==> src/rtl/tpu_job_if.sv <==
// Host-side bundle of tpu_job_ctrl: job start/status, operand pair handshake and result words.
// The master modport is the host; the slave modport is the controller.
interface tpu_job_if #(
   parameter int unsigned D_W = 8
);
   logic             start;
   logic             busy;
   logic             in_valid;
   logic             in_ready;
   logic [D_W-1:0]   in_x;
   logic [D_W-1:0]   in_y;
   logic             res_valid;
   logic [2*D_W-1:0] res_data;
   logic             done;
   logic             err;

   modport master (
      output start, in_valid, in_x, in_y,
      input  busy, in_ready, res_valid, res_data, done, err
   );

   modport slave (
      input  start, in_valid, in_x, in_y,
      output busy, in_ready, res_valid, res_data, done, err
   );
endinterface

==> src/rtl/tpu_job_ctrl.sv <==
// TinyTPU job sequencer: serialises host operand pairs MSB-first, fires the array, then
// deserialises the result stream into words. Optional WAIT watchdog: TPU_CTRL_TIMEOUT_EN.
module tpu_job_ctrl #(
   parameter int unsigned D_W     = 8,
   parameter int unsigned N       = 3,
   parameter int unsigned WORD    = 3,
   parameter int unsigned TIMEOUT = 1024
) (
   input  logic    clk,
   input  logic    rst,
   tpu_job_if.slave host,
   output logic    data_in_x,
   output logic    data_in_y,
   output logic    load_en,
   output logic    init,
   input  logic    data_out_z,
   input  logic    tx_ready
);
   localparam int unsigned BEATS = N * WORD;
   localparam int unsigned WORDS = N * N;
   localparam int unsigned RW    = 2 * D_W;
   localparam int unsigned BitW  = (RW > 1) ? $clog2(RW) : 1;
   localparam int unsigned BeatW = (BEATS > 1) ? $clog2(BEATS) : 1;
   localparam int unsigned WordW = (WORDS > 1) ? $clog2(WORDS) : 1;

   localparam logic [BitW-1:0]  LoadLast  = BitW'(D_W - 1);
   localparam logic [BitW-1:0]  DrainLast = BitW'(RW - 1);
   localparam logic [BeatW-1:0] BeatLast  = BeatW'(BEATS - 1);
   localparam logic [WordW-1:0] WordLast  = WordW'(WORDS - 1);

   typedef enum logic [2:0] {StIdle, StLoad, StFire, StWait, StDrain, StDone} state_e;

   state_e           state_q, state_d;
   logic [BitW-1:0]  bit_cnt_q, bit_cnt_d;
   logic [BeatW-1:0] beat_cnt_q, beat_cnt_d;
   logic [WordW-1:0] word_cnt_q, word_cnt_d;
   logic             full_q, full_d;
   logic [D_W-1:0]   sx_q, sx_d, sy_q, sy_d;
   logic [RW-1:0]    sr_q, sr_d;
   logic [RW-1:0]    res_data_q, res_data_d;
   logic             res_valid_q, res_valid_d;
   logic             done_q, done_d;
   logic             wd_hit;

`ifdef TPU_CTRL_TIMEOUT_EN
   localparam int unsigned WdW = $clog2(TIMEOUT + 1);
   logic [WdW-1:0] wd_q;

   // Counts WAIT cycles; cleared on the FIRE cycle so it starts at 0 on WAIT entry.
   always_ff @(posedge clk or posedge rst) begin
      if (rst) begin
         wd_q <= '0;
      end else if (state_q == StWait) begin
         wd_q <= wd_q + 1'b1;
      end else begin
         wd_q <= '0;
      end
   end

   assign wd_hit = (state_q == StWait) && !tx_ready && (wd_q == WdW'(TIMEOUT - 1));
`else
   logic unused_timeout;
   assign unused_timeout = |TIMEOUT;
   assign wd_hit         = 1'b0;
`endif

   always_ff @(posedge clk or posedge rst) begin
      if (rst) begin
         state_q     <= StIdle;
         bit_cnt_q   <= '0;
         beat_cnt_q  <= '0;
         word_cnt_q  <= '0;
         full_q      <= 1'b0;
         sx_q        <= '0;
         sy_q        <= '0;
         sr_q        <= '0;
         res_data_q  <= '0;
         res_valid_q <= 1'b0;
         done_q      <= 1'b0;
      end else begin
         state_q     <= state_d;
         bit_cnt_q   <= bit_cnt_d;
         beat_cnt_q  <= beat_cnt_d;
         word_cnt_q  <= word_cnt_d;
         full_q      <= full_d;
         sx_q        <= sx_d;
         sy_q        <= sy_d;
         sr_q        <= sr_d;
         res_data_q  <= res_data_d;
         res_valid_q <= res_valid_d;
         done_q      <= done_d;
      end
   end

   always_comb begin
      state_d       = state_q;
      bit_cnt_d     = bit_cnt_q;
      beat_cnt_d    = beat_cnt_q;
      word_cnt_d    = word_cnt_q;
      full_d        = full_q;
      sx_d          = sx_q;
      sy_d          = sy_q;
      sr_d          = sr_q;
      res_data_d    = res_data_q;
      res_valid_d   = 1'b0;
      done_d        = 1'b0;
      host.in_ready = 1'b0;
      load_en       = 1'b0;
      data_in_x     = 1'b0;
      data_in_y     = 1'b0;
      init          = 1'b0;

      unique case (state_q)
         StIdle: begin
            if (host.start) begin
               state_d    = StLoad;
               bit_cnt_d  = '0;
               beat_cnt_d = '0;
               word_cnt_d = '0;
               full_d     = 1'b0;
            end
         end
         StLoad: begin
            // Refill on the last bit of a byte keeps beats back-to-back; never after the final beat.
            host.in_ready = !full_q ||
                            ((bit_cnt_q == LoadLast) && (beat_cnt_q != BeatLast));
            if (full_q) begin
               load_en   = 1'b1;
               data_in_x = sx_q[D_W-1];
               data_in_y = sy_q[D_W-1];
               sx_d      = sx_q << 1;
               sy_d      = sy_q << 1;
               bit_cnt_d = bit_cnt_q + 1'b1;
               if (bit_cnt_q == LoadLast) begin
                  bit_cnt_d = '0;
                  full_d    = 1'b0;
                  if (beat_cnt_q == BeatLast) begin
                     state_d = StFire;
                  end else begin
                     beat_cnt_d = beat_cnt_q + 1'b1;
                  end
               end
            end
            if (host.in_valid && host.in_ready) begin
               sx_d   = host.in_x;
               sy_d   = host.in_y;
               full_d = 1'b1;
            end
         end
         StFire: begin
            init    = 1'b1;
            state_d = StWait;
         end
         StWait: begin
            if (tx_ready) begin
               sr_d       = {sr_q[RW-2:0], data_out_z};
               bit_cnt_d  = BitW'(1);
               word_cnt_d = '0;
               state_d    = StDrain;
            end else if (wd_hit) begin
               state_d = StIdle;
            end
         end
         StDrain: begin
            sr_d      = {sr_q[RW-2:0], data_out_z};
            bit_cnt_d = bit_cnt_q + 1'b1;
            if (bit_cnt_q == DrainLast) begin
               bit_cnt_d   = '0;
               res_data_d  = {sr_q[RW-2:0], data_out_z};
               res_valid_d = 1'b1;
               if (word_cnt_q == WordLast) begin
                  state_d = StDone;
               end else begin
                  word_cnt_d = word_cnt_q + 1'b1;
               end
            end
         end
         StDone: begin
            done_d  = 1'b1;
            state_d = StIdle;
         end
         default: state_d = StIdle;
      endcase
   end

   assign host.busy      = (state_q != StIdle);
   assign host.res_valid = res_valid_q;
   assign host.res_data  = res_data_q;
   assign host.done      = done_q;
   assign host.err       = wd_hit;
endmodule
==> src/flat_wrapper.sv <==
// flat-port wrapper written by rule: the top's interface ports become plain ports
module tpu_job_ctrl_flat 
#(
   parameter int unsigned D_W     = 8,
   parameter int unsigned N       = 3,
   parameter int unsigned WORD    = 3,
   parameter int unsigned TIMEOUT = 1024
)
  (clk, rst, data_in_x, data_in_y, load_en, init, data_out_z, tx_ready, host_start, host_in_valid, host_in_x, host_in_y, host_busy, host_in_ready, host_res_valid, host_res_data, host_done, host_err);
  tpu_job_if #(.D_W(D_W)) host_i ();
  input  logic clk;
  input  logic rst;
  output logic data_in_x;
  output logic data_in_y;
  output logic load_en;
  output logic init;
  input  logic data_out_z;
  input  logic tx_ready;
  input wire logic [$bits(host_i.start)-1:0] host_start;
  input wire logic [$bits(host_i.in_valid)-1:0] host_in_valid;
  input wire logic [$bits(host_i.in_x)-1:0] host_in_x;
  input wire logic [$bits(host_i.in_y)-1:0] host_in_y;
  output wire logic [$bits(host_i.busy)-1:0] host_busy;
  output wire logic [$bits(host_i.in_ready)-1:0] host_in_ready;
  output wire logic [$bits(host_i.res_valid)-1:0] host_res_valid;
  output wire logic [$bits(host_i.res_data)-1:0] host_res_data;
  output wire logic [$bits(host_i.done)-1:0] host_done;
  output wire logic [$bits(host_i.err)-1:0] host_err;
  assign host_i.start = host_start;
  assign host_i.in_valid = host_in_valid;
  assign host_i.in_x = host_in_x;
  assign host_i.in_y = host_in_y;
  assign host_busy = host_i.busy;
  assign host_in_ready = host_i.in_ready;
  assign host_res_valid = host_i.res_valid;
  assign host_res_data = host_i.res_data;
  assign host_done = host_i.done;
  assign host_err = host_i.err;
  tpu_job_ctrl #(.D_W(D_W), .N(N), .WORD(WORD), .TIMEOUT(TIMEOUT)) u_core (.clk(clk), .rst(rst), .host(host_i), .data_in_x(data_in_x), .data_in_y(data_in_y), .load_en(load_en), .init(init), .data_out_z(data_out_z), .tx_ready(tx_ready));
endmodule
==> config.mk <==
export PLATFORM = sky130hd
export DESIGN_NAME = tpu_job_ctrl_flat
export DESIGN_NICKNAME = d
export VERILOG_FILES = /design/src/rtl/tpu_job_if.sv /design/src/rtl/tpu_job_ctrl.sv /design/src/flat_wrapper.sv
export SDC_FILE = /design/constraint.sdc
export NUM_CORES = 1
export LEC_CHECK = 0
export ABC_AREA = 1
export BUFFER_PORTS_ARGS = -buffer_cell sky130_fd_sc_hd__buf_2
export CAP_MARGIN = 20
export CELL_PAD_IN_SITES_DETAIL_PLACEMENT = 1
export CELL_PAD_IN_SITES_GLOBAL_PLACEMENT = 1
export CORE_MARGIN = 5
export CORE_UTILIZATION = 41
export CTS_BUF_LIST = sky130_fd_sc_hd__clkbuf_16
export DETAILED_ROUTE_END_ITERATION = 10
export PLACE_DENSITY_LB_ADDON = 0.1
export RECOVER_POWER = 50
export SYNTH_ARGS = -nofsm -noshare
export SYNTH_HDL_FRONTEND = slang
export SYNTH_SLANG_ARGS = --single-unit
==> constraint.sdc <==
create_clock -name clk -period 3.6 [get_ports clk]
set_input_delay 0.72 -clock clk [delete_from_list [all_inputs] [get_ports clk]]
set_output_delay 0.72 -clock clk [all_outputs]
set_load 0.1 [all_outputs]
==> impl_summary.md <==
Final layout
The final cell area excluding filler cells is 3910 um2. The number of fill cells is 1011. The top cell types in the final layout, fill and taps aside, are nand2_1, dfrtp_1, inv_1, buf_2, nor2_1.

For this run, the post-layout net count is 477. The multi-input combinational cells in the finished layout cover a total of 1406 um2. 0 antenna diodes ended up in the layout. Leaving out fill and tap cells, the most frequent cell in the layout is nand2_1. Of the cells placed in the final design, the portion with a size suffix greater than 1 is 0.1978.

Across the whole layout, storage elements account for 1627 um2. The area overhead of the layout relative to synthesis is 13.68%.

Setup path
The worst setup path is captured at an output pin. The end of the worst register-to-register path is u_core.host.res_data[11]. The worst register-to-register path begins at u_core.state_q[0].

At the worst endpoint, the arrival time is 2.08 ns. The cell with the biggest individual delay on the critical path is buf_2. The largest incremental delay on the critical path is 0.43 ns. Of all nets on the critical path, the largest fanout is 17. The critical path class is reg2out. Measured in cells, the most critical reg-to-reg path has a length of 5. The worst setup path is launched from a flop. The register-to-register path setup slack is 1.13 ns. The required time at the endpoint of the critical path is 2.88 ns.

The critical path goes through ha_1 -> nand3_2 -> nand2_2 -> nand2_1 -> nor2_1 -> buf_2.

STA
Clock skew on the completed layout was measured at 0.007145 ns. The count of final hold-check violations is 0. The time the final worst path needs with I/O delays and setup is 2.798 ns. The measured slew at the worst slew-check pin is 1.252 ns. The remaining max-slew budget at the tightest pin is 0.1646. Setup violations remaining at the end of the flow were counted as 0. The max-slew violation total from the final report was 0. Setup repair after global routing left no endpoint under its margin. The share of the cycle needed by the critical path after routing is 0.7773. The maximum clock frequency is 357.4 MHz. The aggregate negative setup slack is 0 ns.

Run
Across the run, the number of max-cap violations was 0.

Pwr
Of the total power, the share spent switching nets is 0.2701. Across the VDD grid, the largest voltage drop is 0.0002320 V. Of the total power, the clock network draws 0.492. Cell internal power was estimated by the tool at 1.344 mW. For this design the ratio of total power to cell area is 470.8 nW/um2. For this design the static power due to leakage is 2.034 nW. The share of total power dissipated in sequential elements is 0.419. The net switching power is 0.4972 mW. The proportion of power drawn by combinational gates is 0.089.

Yosys
The mux contribution to synthesized area is 0. For this run, the number of Yosys warnings is 0. Of the total synthesized cell area, the portion taken by full adders, half adders and majority gates is 0.01819. Summing every instance area after synthesis gives 3440 um2. The complex-gate fraction of the synthesized area is 0.08367. The share of synthesized area in the top cell type comes to 0.4729.

Synthesis instantiated 38 different standard cells from the library. The share of synthesized area occupied by flip-flops and latches is 0.4729. Of the total synthesized cell area, the portion taken by AND, OR, NAND and NOR gates is 0.3125.

The mean area per synthesized cell is 8.389 um2. In the post-synthesis netlist, the biggest area contributors are dfrtp_1, nand2_1, inv_1. The library cell occupying the most area in the post-synthesis netlist is dfrtp_1. The net count after synthesis is 437. The cell count after synthesis is 410. After synthesis, the largest family of logic cells by area is simple AND/OR/NAND/NOR gates. The post-synthesis xor/xnor area fraction is 0.01273.

Counting flops and latches in the post-synthesis netlist gives 65.

Clock tree
In this run the post-CTS setup repair buffer count came out at 0. The H-tree was split into 3 levels. The number of clock buffers inserted by TritonCTS is 9. Clock latency on the worst-skew pair, taken at its later pin, is 0.33 ns.

Once the clock tree was built, the resizer swapped 0 gates to a different size. The maximum clock insertion buffer count is 2. TritonCTS built the clock tree. The total of hold buffers inserted after clock tree synthesis is 0.

For this design, the sink count on the clock tree is 65. The cell chosen for the clock root is clkbuf_16. Clock-pin slew was measured on the worst setup and hold paths at 0.06 ns.

Worst hold path
In this run the worst hold path is classified as reg2reg. The startpoint identified for the worst hold timing path is u_core.sy_q[7]. The worst hold path terminates at u_core.sy_q[7]. The worst hold path passes through 2 cells.

Place
The routability congestion estimate is 0.7583. The placed standard-cell area is 3675 um2. The count of buffers added on input and output ports is 45. Detailed placement ended at an HPWL of 5573 um.

Floorplan
The die is 101.6 um wide. The initial utilization of the core area, before any placement, comes to 0.4207. The initialized floorplan defines 33 standard-cell rows. The core region is 8175 um2. The I/O pin count is 47.

The die is 101.6 um tall. The full die area is 10320 um2.

Global route
Entering global routing, the biggest net connects 33 pins. In the global route stage, overall resource usage came out at 0.1685. The sum of overflow across all layers after global routing is 0. The number of global-route vias before repair is 2986. The first global-routing pass estimated 14010 um of wire. The number of antenna violations at the first check in global routing is 0.

Status
The run finished with clean final reports.

Route
The pre-antenna-repair detailed-routing pass consisted of 4 iterations. The violation count after the first detailed-routing iteration is 62. The count of nets left with antenna violations once routing finished came out at 0. The number of vias in the routed layout is 2745. Dividing the detail-routed via count by the number of cells gives 4.902.

After detailed routing, the number of remaining DRC violations is 0. The total detailed-routing wirelength is 7869 um. In the final routed layout, each cell accounts on average for 14.05 um.
worst max path at each step:
stage,startpoint,end
final,u_core.bit_cnt_q[0],host_in_ready
after global routing,rst,u_core.beat_cnt_q[0]
after CTS,u_core.bit_cnt_q[0],host_in_ready
after detailed placement,u_core.bit_cnt_q[0],host_in_ready
after global placement,u_core.bit_cnt_q[0],host_in_ready
after floorplan,u_core.bit_cnt_q[0],host_in_ready
Yosys cell counts, drive strengths merged:
library cell,instances
a21oi,19
a31oi,1
buf,16
clkbuf,2
conb,1
dfrtp,65
ha,5
inv,53
nand2,126
nand3,30
nand3b,2
nand4,17
nor2,39
nor3,1
o21ai,25
o21bai,1
o22ai,2
xnor2,2
xor2,3
critical path, delay by kind of cell (launching register included):
family,cells,cell delay (ns)
and+or+nand+nor,4,0.62
buffers and inverters,1,0.43
DFF,1,0.41
adders and majority gates,1,0.29
per-layer routing:
layer / share of wire / vias up / GRT usage / wire (um)
li1: - / 1376 / - / -
met1: 0.48 / 1322 / 0.2258 / 3799
met2: 0.48 / 38 / 0.2741 / 3764
met3: 0.025 / 9 / 0.02961 / 198
met4: 0.013 / 0 / 0.06135 / 106
met5: 0 / - / 0 / 0
area by class of cell:
class / count / share of cell area
clock inverters: 7 / 0.02144
well taps: 105 / 0.03360
repair buffers: 47 / 0.05952
multi-input cells: 274 / 0.3597
flip-flops and latches: 65 / 0.4160
inverters: 53 / 0.05216
clock buffers: 9 / 0.05760
power by group through the flow:
stage / Sequential, mW / Combinational (mW) / Clock (mW)
after floorplan: 0.849 / 0.0620 / 0
after global placement: 0.783 / 0.165 / 0
after detailed placement: 0.785 / 0.167 / 0
after CTS: 0.772 / 0.168 / 0.933
after global routing: 0.775 / 0.180 / 0.972
final: 0.771 / 0.164 / 0.906
sequential cells by signal, summed over array words and instances (netlist names):
| signal | count |
|---|---|
| u_core.host.res_data | 16 |
| u_core.sr_q | 15 |
| u_core.sx_q | 8 |
| u_core.sy_q | 8 |
| u_core.beat_cnt_q | 4 |
| u_core.bit_cnt_q | 4 |
| u_core.word_cnt_q | 4 |
| u_core.state_q | 3 |
| u_core.full_q | 1 |
| u_core.host.done | 1 |
| u_core.host.res_valid | 1 |
logic make-up (layout without fill, tap and decap cells):
logic type | Yosys count | in the layout
flip-flops | 65 | 65
other | 1 | 1
AND/OR/NAND/NOR | 215 | 215
XOR/XNOR | 5 | 5
adder cells (fa/ha/maj) | 5 | 5
buffers and inverters | 71 | 116
AO/OA/AOI/OAI | 48 | 48
stage by stage:
stage                     setup slack (ns)  utilization  instances  hold slack, ns  power (mW)
after floorplan                     0.5251            -        410          0.4489      0.9114
after CTS                           0.7696       0.4873        560          0.4841       1.872
after global placement               1.208       0.4495        544          0.4633      0.9484
final                               0.8018       0.4783        560          0.4812       1.841
after global routing                0.6605       0.4783        560          0.5033       1.927
after detailed placement             1.147       0.4495        544          0.4685      0.9519
Note: power is estimated with default switching activity, not from simulation.
